`src/rtl/alu_arbiter.sv`:
```
// Purpose: shares one external 64-bit combinational ALU between two requesters with round-robin grant.
// Latency: handshake edge -> one EXEC cycle -> registered response valid from the following cycle.
// Backpressure: RESP holds result until the granted requester takes it; req_ready is low outside IDLE.
//
// Ports:
//   clk, reset                 clock and synchronous active-low reset
//   req_valid/req_ready[1:0]   per-requester request handshake (ready is one-hot or zero)
//   req_a0/req_b0/req_ctrl0    port 0 operands and ALUControl
//   req_a1/req_b1/req_ctrl1    port 1 operands and ALUControl
//   rsp_valid/rsp_ready[1:0]   per-requester response handshake (valid only toward the granted port)
//   rsp_result, rsp_zero       registered ALU result and zero flag
//   alu_a, alu_b, alu_ctrl     to the external ALU (hold last latched values)
//   alu_result, alu_zero       from the external ALU
//   rsp_err                    illegal-opcode flag, present only with ALU_ARB_OPCHECK_EN
//
// Optional feature: define ALU_ARB_OPCHECK_EN to trap ALUControl codes outside
// {0000, 0001, 0010, 0110, 0111}; a trapped op drives alu_ctrl=0000 and returns
// result 0, zero 1, rsp_err 1.
module alu_arbiter #(
  parameter int WIDTH  = 64,
  parameter int CTRL_W = 4
) (
  input  logic              clk,
  input  logic              reset,
  input  logic [1:0]        req_valid,
  output logic [1:0]        req_ready,
  input  logic [WIDTH-1:0]  req_a0,
  input  logic [WIDTH-1:0]  req_b0,
  input  logic [WIDTH-1:0]  req_a1,
  input  logic [WIDTH-1:0]  req_b1,
  input  logic [CTRL_W-1:0] req_ctrl0,
  input  logic [CTRL_W-1:0] req_ctrl1,
  output logic [1:0]        rsp_valid,
  input  logic [1:0]        rsp_ready,
  output logic [WIDTH-1:0]  rsp_result,
  output logic              rsp_zero,
  output logic [WIDTH-1:0]  alu_a,
  output logic [WIDTH-1:0]  alu_b,
  output logic [CTRL_W-1:0] alu_ctrl,
  input  logic [WIDTH-1:0]  alu_result,
  input  logic              alu_zero
`ifdef ALU_ARB_OPCHECK_EN
  ,
  output logic              rsp_err
`endif
);

  localparam logic [1:0] ST_IDLE = 2'd0;
  localparam logic [1:0] ST_EXEC = 2'd1;
  localparam logic [1:0] ST_RESP = 2'd2;

  logic [1:0]        state;
  logic              prio;      // port that wins a simultaneous request
  logic              grant;     // port owning the transaction in flight
  logic              gnt;       // combinational winner while idle
  logic              hs;
  logic [WIDTH-1:0]  sel_a;
  logic [WIDTH-1:0]  sel_b;
  logic [CTRL_W-1:0] sel_ctrl;

  always_comb begin
    // prio wins if it asks; otherwise the other port (only meaningful if it is valid)
    gnt      = req_valid[prio] ? prio : ~prio;
    sel_a    = gnt ? req_a1 : req_a0;
    sel_b    = gnt ? req_b1 : req_b0;
    sel_ctrl = gnt ? req_ctrl1 : req_ctrl0;

    // Both handshake outputs are gated by reset so nothing is offered while it is asserted.
    req_ready = 2'b00;
    if (reset && (state == ST_IDLE) && (|req_valid))
      req_ready = gnt ? 2'b10 : 2'b01;

    rsp_valid = 2'b00;
    if (reset && (state == ST_RESP))
      rsp_valid = grant ? 2'b10 : 2'b01;
  end

  assign hs = |(req_valid & req_ready);

`ifdef ALU_ARB_OPCHECK_EN
  logic sel_legal;
  logic bad_q;   // latched op was illegal: ALU output is ignored in EXEC

  always_comb begin
    sel_legal = 1'b0;
    case (sel_ctrl)
      CTRL_W'(0), CTRL_W'(1), CTRL_W'(2), CTRL_W'(6), CTRL_W'(7): sel_legal = 1'b1;
      default: sel_legal = 1'b0;
    endcase
  end
`endif

  always_ff @(posedge clk) begin
    if (!reset) begin
      state      <= ST_IDLE;
      prio       <= 1'b0;
      grant      <= 1'b0;
      alu_a      <= '0;
      alu_b      <= '0;
      alu_ctrl   <= '0;
      rsp_result <= '0;
      rsp_zero   <= 1'b0;
`ifdef ALU_ARB_OPCHECK_EN
      bad_q      <= 1'b0;
      rsp_err    <= 1'b0;
`endif
    end else begin
      case (state)
        ST_IDLE: begin
          if (hs) begin
            grant <= gnt;
            alu_a <= sel_a;
            alu_b <= sel_b;
`ifdef ALU_ARB_OPCHECK_EN
            alu_ctrl <= sel_legal ? sel_ctrl : '0;
            bad_q    <= ~sel_legal;
`else
            alu_ctrl <= sel_ctrl;
`endif
            state <= ST_EXEC;
          end
        end
        ST_EXEC: begin
`ifdef ALU_ARB_OPCHECK_EN
          rsp_result <= bad_q ? '0 : alu_result;
          rsp_zero   <= bad_q ? 1'b1 : alu_zero;
          rsp_err    <= bad_q;
`else
          rsp_result <= alu_result;
          rsp_zero   <= alu_zero;
`endif
          state <= ST_RESP;
        end
        ST_RESP: begin
          // rsp_ready on the non-granted port is deliberately ignored
          if (rsp_ready[grant]) begin
            prio  <= ~grant;
            state <= ST_IDLE;
          end
        end
        default: state <= ST_IDLE;
      endcase
    end
  end

endmodule

```
`config.mk`:
```
export PLATFORM = sky130hd
export DESIGN_NAME = alu_arbiter
export DESIGN_NICKNAME = d
export VERILOG_FILES = /design/src/rtl/alu_arbiter.sv
export SDC_FILE = /design/constraint.sdc
export NUM_CORES = 1
export LEC_CHECK = 0
export BUFFER_PORTS_ARGS = -buffer_cell sky130_fd_sc_hd__buf_2
export CAP_MARGIN = 10
export CELL_PAD_IN_SITES_DETAIL_PLACEMENT = 0
export CELL_PAD_IN_SITES_GLOBAL_PLACEMENT = 1
export CORE_AREA = 2 2 209 211
export DETAILED_ROUTE_END_ITERATION = 12
export DIE_AREA = 0 0 211 213
export GPL_ROUTABILITY_DRIVEN = 1
export PLACE_DENSITY_LB_ADDON = 0.1
export SLEW_MARGIN = 20
export SYNTH_ARGS = -nofsm -noshare
export SYNTH_HDL_FRONTEND = slang
export SYNTH_SLANG_ARGS = --single-unit
```
`constraint.sdc`:
```
create_clock -name clk -period 1.3 [get_ports clk]
set_input_delay 0.26 -clock clk [delete_from_list [all_inputs] [get_ports clk]]
set_output_delay 0.26 -clock clk [all_outputs]
set_load 0.05 [all_outputs]
```
== After elaboration in Yosys (flattened, before gate mapping) ==
Cells that the tools add are included.

* Bits in read-only memories: 0
* Memories kept: 0
* Flip-flop bits (word level): 201
* Output and inout bits: 201
* Bits in latches: 0
* Bits in writable memories: 0

* Muxes and demuxes: 15
* $add $sub $neg: 0
* Reductions and logical operators: 9
* Shift operators: 0
* $lt $le $gt $ge: 2
* Bitwise logic cells: 3
* Eq/ne operators: 4
* Multipliers: 0
* Divide/modulo/power cells: 0

{| class="wikitable"
|+ Operators with widths
! cell !! count
|-
| two-way mux 64 bit || 2
|-
| two-way mux 2 bit || 6
|-
| case mux 2 bit (3 select lines) || 1
|-
| AND reduction 2 bit || 3
|-
| two-way mux 1 bit || 5
|-
| < comparator 1 x 2 -> 1 bit (second input constant) || 2
|-
| two-way mux 4 bit || 1
|-
| OR reduction 2 bit || 2
|-
| logical AND 1 bit || 3
|-
| bitwise AND 2 bit || 1
|-
| == test 2 x 1 -> 1 bit (second input constant) || 1
|-
| == test 2 bit (second input constant) || 1
|-
| logical NOT 2 bit || 1
|-
| != test 2 x 1 -> 1 bit (second input constant) || 1
|-
| != test 2 bit (second input constant) || 1
|-
| inverter 1 bit || 2
|}

== Logic depth before layout (Yosys ltp) ==
Gate-level depths: netlist of run 1.

* Word-level depth: 9
* Mapped depth: 7
* Gate-level depth less buffers: 4

== Worst setup path after synthesis of run 1 ==
Ideal clock, no wire load.

* Kind: register to output
* From: reg prio
* To: out req_ready[0]
* Data required time: 1040 ps
* Arrival time: 1730 ps
* Stages on the path, launching flop included: 6
* Slack: -690 ps
* Cells stage by stage: dfxtp_1 -> nand2b_1 -> buf_2 -> buf_2 -> buf_4 -> a21oi_1

* Cells in the longest elaborated chain, start to end: 5

{| class="wikitable"
|+ RTL lines
! item !! line !! source
|-
| from (decl) || 53 || <nowiki>logic prio;</nowiki>
|-
| from (signal assigned) || 137 || <nowiki>prio <= ~grant;</nowiki>
|-
| two-way mux 1 bit (implied by the code) (2 in a row) || 63 || <nowiki>gnt = req_valid[prio] ? prio : ~prio;</nowiki>
|-
| two-way mux 1 bit * || 63 ||
|-
| two-way mux 2 bit * || 71 || <nowiki>req_ready = gnt ? 2'b10 : 2'b01;</nowiki>
|-
| two-way mux 2 bit * || 70 || <nowiki>if (reset && (state == ST_IDLE) && (|req_valid))</nowiki>
|-
| to (decl) || 26 || <nowiki>output logic [1:0] req_ready,</nowiki>
|}

Every way passes the cells marked *; elsewhere a longest branch is shown, timed or not. The select of a mux whose other input is x is not followed.

== Worst setup path in the final report of run 1 ==
* From: reg state[0]
* To: out req_ready[1]

* Cells in the longest elaborated chain, start to end: 4

{| class="wikitable"
|+ RTL lines
! item !! line !! source
|-
| from (decl) || 52 || <nowiki>logic [1:0] state;</nowiki>
|-
| from (signal assigned) || 95 || <nowiki>state <= ST_IDLE;</nowiki>
|-
| from (signal assigned) || 120 || <nowiki>state <= ST_EXEC;</nowiki>
|-
| from (signal assigned) || 132 || <nowiki>state <= ST_RESP;</nowiki>
|-
| logical NOT 2 bit || 70 ||
|-
| logical AND 1 bit (2 in a row) || 70 ||
|-
| two-way mux 2 bit || 70 ||
|}

Every way passes these cells.

==> flow_summary.toml, run 1 <==
[worst_hold_path]
hold_class = "primary input to register"
holdPathStages = 3
min_from = "req_a0[0]"
hold_end = "alu_a[0]"

[detailed_routing]
avgRoutedWirePerCell_um = 20.4
dr_total_vias = 12800
wl_um = 53900
final_antenna_net_count = 0
routed_via_density = 4.83
post-route-drc-count = 0
firstDrtPassIters = 5
drt_iter0_drc = 628

[finish]
design_area_mm2 = 0.0221
syn2layout_area_growth_pct = 146
drive_gt1_share_pct = 55.1
stdcell_count = 2640
nNetsFinal = 2410
nFillCells = 3957

[grt]
grt_max_degree = 54
globalRouteOverflowTotal = 0
first_global_vias = 13000
grt_pass1_wl_um = 74700
antenna_found_initial = 7
grt.total_usage_pct = 21.2

[sta]
worst_slew_pin_slew_ns = 0.369
fin_ws_ns = -0.656
fin_skew_ns = 0.0178
slew_headroom_pct = 75.3
finalMaxSlewViolations = 0
hold_ws_ns = -0.0152
setup_viol = 230
finalCriticalPeriod_ns = 1.96
hold_viol = 3
setup_tns_ns = -51.47
rsz0062_at_grt = "yes"
fin_crit_sh_pct = 150
clock.fmax_mhz = 511

[logic_synthesis]
synth_top_area_share_pct = 44.7
ys_seq_area_share_pct = 44.7
synth.avg_cell_area_um2 = 8.25
ys_warn_count = 0
synth_top_cell_by_area = "dfxtp_1"
netlist_area_mm2 = 0.00900
ys_types = 32
ys_seq_elements = 201
synth.area.top_cells = "dfxtp_1 (45%), a311oi_1 (12%), a21oi_1 (11%)"
synth_cells = 1090
synth_async_sr_flop_share_pct = 0
syn_nets = 1425
synth_edf_count = 0
synthFlopType = "dfxtp_1"

[critical_path]
cp_common_cell = "buf_12"
cpPeakStageDelay_ns = 0.33
setup.worst_path.class = "register to output pin"
start_kind = "register"
reg2reg_slack_ns = -0.47
rr_worst_depth = 9
cp_max_fo = 4
critical_path_buf_inv_count = 3
crit_family = "buffers and inverters"
required_ns = 1.04
arrival_ns = 1.70
r2r-end = "alu_b[54]"
crit_chain = "nor3b_4 > buf_12 > o211ai_1 > inv_2 > buf_12"
end_kind = "output pin"
critPathSlowestCell = "dfxtp_2"
worstReg2RegStart = "prio"

[power_and_ir_drop]
vdd_drop_max_uv = 550
power-per-cell-area_mw_per_mm2 = 1150
power.leakage_nw = 9.23

[job]
cap_violations = 0

[floorplan]
ios = 536
die_y_um = 213
fp.coreArea_mm2 = 0.0427
num_rows = 76
start_util_pct = 21.1
dieWidth_um = 211
die_area_mm2 = 0.0449

[clock_network]
clk_latency_ns = 0.56
cts-root-buf = "clkbuf_16"
cts_tree = "yes"
cts_made_buffers = 27
numClockSinks = 201
htreeDepth = 1
path_clk_slew_ns = 0.06
clockBufferDepth = 3

[placement]
gp_congestion = 0.771
dpl_cell_area_mm2 = 0.0132
dp_hpwl_um = 32400
portBuffers = 535
place_inst = 2130

[outcome]
status = "complete, but fails checks"
violations = "hold timing, setup timing"
cell families after synthesis:
| kind of cell | Yosys count | synth area share, % |
|---|---|---|
| compound gates | 469 | 32.5 |
| simple gates | 277 | 14.4 |
| flops | 201 | 44.7 |
| buf+inv | 142 | 8.26 |
| mux | 1 | 0.111 |
registers in the layout, indices dropped and copies added (netlist names):
register    flops
alu_a          64
alu_b          64
alu_ctrl        4
grant           1
prio            1
rsp_result     64
rsp_zero        1
state           2
tightest hold or removal path: cells and delay by family:
kind	cells	cell delay, ns
compound gates	2	0.13
buf+inv	1	0.11
routing by layer:
layer | track usage, % | vias up | part of all wire [%] | routed length, um
met3 | 5.37 | 83 | 6.6 | 3580
li1 | - | 6062 | - | -
met4 | 6.95 | 6 | 2.7 | 1450
met5 | 0 | - | 0.085 | 46
met2 | 36.8 | 469 | 50 | 26700
met1 | 25.6 | 6131 | 41 | 22200
how the worst max path moves through the flow:
stage,from,to,slack (ns),cells past startpoint
2_1_floorplan,prio,req_ready[0],-0.15,5
3_3_place_gp,reset,alu_b[49],-0.21,7
5_1_grt,state[0],req_ready[1],-0.76,5
6_report,state[0],req_ready[1],-0.66,5
4_1_cts,state[1],req_ready[1],-0.72,5
3_5_place_dp,reset,alu_b[44],-0.23,7
cell type report:
cell class	count	area, um2	area share (%)
multi-input cells	747	4700	21.3
well taps	546	683	3.09
inverters	5	36.3	0.164
diodes	4	10.0	0.0453
clock inverters	5	60.1	0.272
clock buffers	39	822	3.72
repair buffers	1093	11500	52.1
flip-flops and latches	201	4290	19.4
cells in the final DEF (no fill, tap or decap), types with 2 or more instances in the layout:
cell and instances:
clkbuf_8 8, buf_12 78, bufbuf_16 2, o21ai_2 66, o21ai_1 26, nor2b_4 3
buf_16 17, diode_2 4, a311oi_1 113, dlygate4sd3_1 304, o21ai_0 32, buf_2 334
clkbuf_1 3, nand2_1 131, clkbuf_16 48, buf_8 200, nand3_2 9, dfxtp_2 195
a311oi_2 19, o21ai_4 8, inv_6 2, inv_1 2, a21oi_1 199, a21oi_2 2
nand3_1 123, dfxtp_4 5, nand2b_4 3, buf_6 43, buf_4 95
synth_stat cells, types with 2 or more instances:
master / count
inv_1: 3
a311oi_1: 121
nand3_1: 123
nand3_2: 9
dfxtp_1: 201
buf_6: 9
nand2_1: 131
buf_1: 7
buf_2: 47
clkbuf_1: 51
nor2b_1: 2
buf_4: 12
a21oi_1: 202
nor2_1: 2
nand2b_1: 3
o21ai_0: 132
inv_2: 2
clkbuf_2: 9
a311oi_2: 11
stage by stage:
stage | hold WS [ns] | power, mW | setup WS [ns] | util, %
after CTS | 0.000144 | 24.5 | -0.723 | 47.9
after global routing | -0.00525 | 26.5 | -0.760 | 51.8
after global placement | 0.439 | 13.8 | -0.212 | 30.8
after floorplan | 0.377 | 11.3 | -0.153 | -
after detailed placement | 0.444 | 13.8 | -0.229 | 30.8
final | -0.0152 | 25.4 | -0.656 | 51.8
timing repair:
item | in CTS | in global routing
setup buffers | 58 | 62
pin swaps | 102 | 96
hold buffers | 298 | 6
cloned | 18 | 26
resized for setup | 856 | 223
endpoints found under the setup margin | 367 | 371
endpoints found under the hold margin | 192 | 6
power breakdown:
group / total [mW] / switching, mW / internal (mW) / leakage [nW]
sequential: 7.37 / 0.519 / 6.86 / 1.73
clock: 7.53 / 3.00 / 4.53 / 0.433
combinational: 10.5 / 5.24 / 5.27 / 7.07
Power figures use the tool's default switching activity.
==> inputs of run 2 (changes only) <==
--- a/config.mk
+++ b/config.mk
@@ -9,9 +9,9 @@
 export CAP_MARGIN = 10
 export CELL_PAD_IN_SITES_DETAIL_PLACEMENT = 0
 export CELL_PAD_IN_SITES_GLOBAL_PLACEMENT = 1
-export CORE_AREA = 2 2 209 211
+export CORE_AREA = 2 2 210 212
 export DETAILED_ROUTE_END_ITERATION = 12
-export DIE_AREA = 0 0 211 213
+export DIE_AREA = 0 0 212 214
 export GPL_ROUTABILITY_DRIVEN = 1
 export PLACE_DENSITY_LB_ADDON = 0.1
 export SLEW_MARGIN = 20
==> constraint.sdc (replaced) <==
create_clock -name clk -period 1.85 [get_ports clk]
set_input_delay 0.37 -clock clk [delete_from_list [all_inputs] [get_ports clk]]
set_output_delay 0.37 -clock clk [all_outputs]
set_load 0.05 [all_outputs]
==> run 2 against run 1 <==
The run ends with setup timing left. Worst setup slack better by 0.46 ns. Non-clock buffer count down 501. Flip-flop and latch count unchanged. Die area up 0.95%. Register-to-register slack better by 0.64 ns. Via count down 18%. Core utilization down 20 points. Critical path depth unchanged. Global-route usage down 2.4 points. Cell area down 39%. First-iteration DRC count down 7.5%. Hold slack better by 0.063 ns. Largest cell class is now multi-input gates.
==> flow_summary.toml, run 2 (synthesis gave the netlist of run 1 again) <==
[power_and_ir_drop]
power.switching_mw = 5.29
internal-power_mw = 9.26
power.total_mw = 14.5
clkPwrFrac_pct = 36.4
vdd_drop_max_uv = 570
swShare_pct = 36.4
power.leakage_nw = 5.83
power_frac_comb_pct = 29.7
p_seq_share_pct = 33.9
power-per-cell-area_mw_per_mm2 = 1080

[floorplan]
ios = 536
die_area_mm2 = 0.0454
die_y_um = 214
dieWidth_um = 212
num_rows = 76
fp.coreArea_mm2 = 0.0429
start_util_pct = 21.0

[placement]
portBuffers = 535
place_inst = 2125
gp_congestion = 0.790
dp_hpwl_um = 31300

[finish]
nNetsFinal = 1910
fin_util_pct = 31.4
final_common_cell = "buf_2"
drive_gt1_share_pct = 42.2
syn2layout_area_growth_pct = 49.5
top_regs = "alu_a (64), alu_b (64), rsp_result (64)"
stdcell_count = 2189
final_cell_mix = "buf_2 (531), a21oi_1 (201), dfxtp_1 (198), o21ai_0 (132), nand2_1 (131)"

[outcome]
violations = "setup timing"
status = "complete, but fails checks"

[sta]
fin_crit_sh_pct = 111
finalCriticalPeriod_ns = 2.05
finalMaxSlewViolations = 0
setup_viol = 4
fin_skew_ns = 0.0221
worst_slew_pin_slew_ns = 0.470
fin_ws_ns = -0.197
slew_headroom_pct = 68.7
hold_ws_ns = 0.0474
clock.fmax_mhz = 489
rsz0062_at_grt = "yes"
setup_tns_ns = -0.501
hold_viol = 0

[critical_path]
cpPeakStageDelay_ns = 0.33
crit_chain = "nor3b_4 > buf_4 > o211ai_1 > inv_1 > buf_6"
cp_max_fo = 2
critical_path_buf_inv_count = 3
reg2reg_slack_ns = 0.17
crit_family = "buffers and inverters"
critPathSlowestCell = "dfxtp_2"
setup.worst_path.class = "register to output pin"
arrival_ns = 1.68
end_kind = "output pin"
start_kind = "register"
required_ns = 1.48

[grt]
antenna_found_initial = 22
grt_pass1_wl_um = 66300
use_met1_pct = 22.3
first_global_vias = 10400
grt_util_met2_pct = 31.5
busiest_layer = "met2"
met3_usage_pct = 6.39
grt.total_usage_pct = 18.8
globalRouteOverflowTotal = 0
grt_max_degree = 71

[detailed_routing]
final_antenna_net_count = 0
drt_iter0_drc = 581
dr_total_vias = 10500
routed_via_density = 4.80
avgRoutedWirePerCell_um = 20.8
post-route-drc-count = 0
firstDrtPassIters = 5
wl_um = 45600

[clock_network]
clockBufferDepth = 3
clk_latency_ns = 0.56
cts_tree = "yes"
cts-root-buf = "clkbuf_16"
cts_made_buffers = 28
numClockSinks = 201
htreeDepth = 1
path_clk_slew_ns = 0.06

[worst_hold_path]
hold_class = "primary input to register"

[job]
cap_violations = 0
[run 2: worst min-delay path, stage by stage]
cell	delay [ns]
buf_2	0.09
nand2_1	0.04
a21oi_1	0.05
[run 2: area by class of cell]
class,count,area [um2]
Sequential cell,201,4030
Clock inverter,7,98.8
Antenna cell,13,32.5
Fill cell,4763,29400
Timing Repair Buffer,592,3440
Clock buffer,39,792
Tap cell,585,732
Multi-Input combinational cell,747,4300
Inverter,5,26.3
[run 2: final timing paths]
path,from,to,cells after the start
worst min-delay path,alu_result[20],rsp_result[20],3
worst max register to register,state[1],alu_a[46],6
worst max-delay path,state[1],req_ready[1],5
worst min register to register,rsp_result[10],rsp_result[10],2
[run 2: layer usage]
| layer | wire [um] | part of all wire (%) |
|---|---|---|
| met4 | 1360 | 3.0 |
| met2 | 21800 | 48 |
| met5 | 116 | 0.25 |
| met3 | 3810 | 8.4 |
| met1 | 18500 | 40 |
[run 2: through the flow]
step | setup slack [ns] | instance area (um2)
floorplan | 0.0103 | 9000
global placement | 0.0622 | 12400
detailed placement | 0.0611 | 12400
CTS | -0.264 | 13400
global route | -0.304 | 13500
finish | -0.197 | 13500
[run 2: power by group through the flow]
stage	Sequential, mW	Combinational (mW)	Clock, mW
3_3_place_gp	5.02	4.34	0
2_1_floorplan	6.35	1.54	0
5_1_grt	4.98	4.63	5.64
6_report	4.93	4.32	5.30
3_5_place_dp	5.02	4.34	0
4_1_cts	4.93	4.36	5.52
[run 2: repair_timing]
| action | CTS | global route |
|---|---|---|
| hold buffers | 0 | 0 |
| endpoints found under the hold margin | 0 | 0 |
| resized for setup | 12 | 9 |
| setup endpoints to repair | 4 | 19 |
| pin swaps | 1 | 1 |
| buffers inserted | 1 | 4 |
| cloned | 0 | 0 |
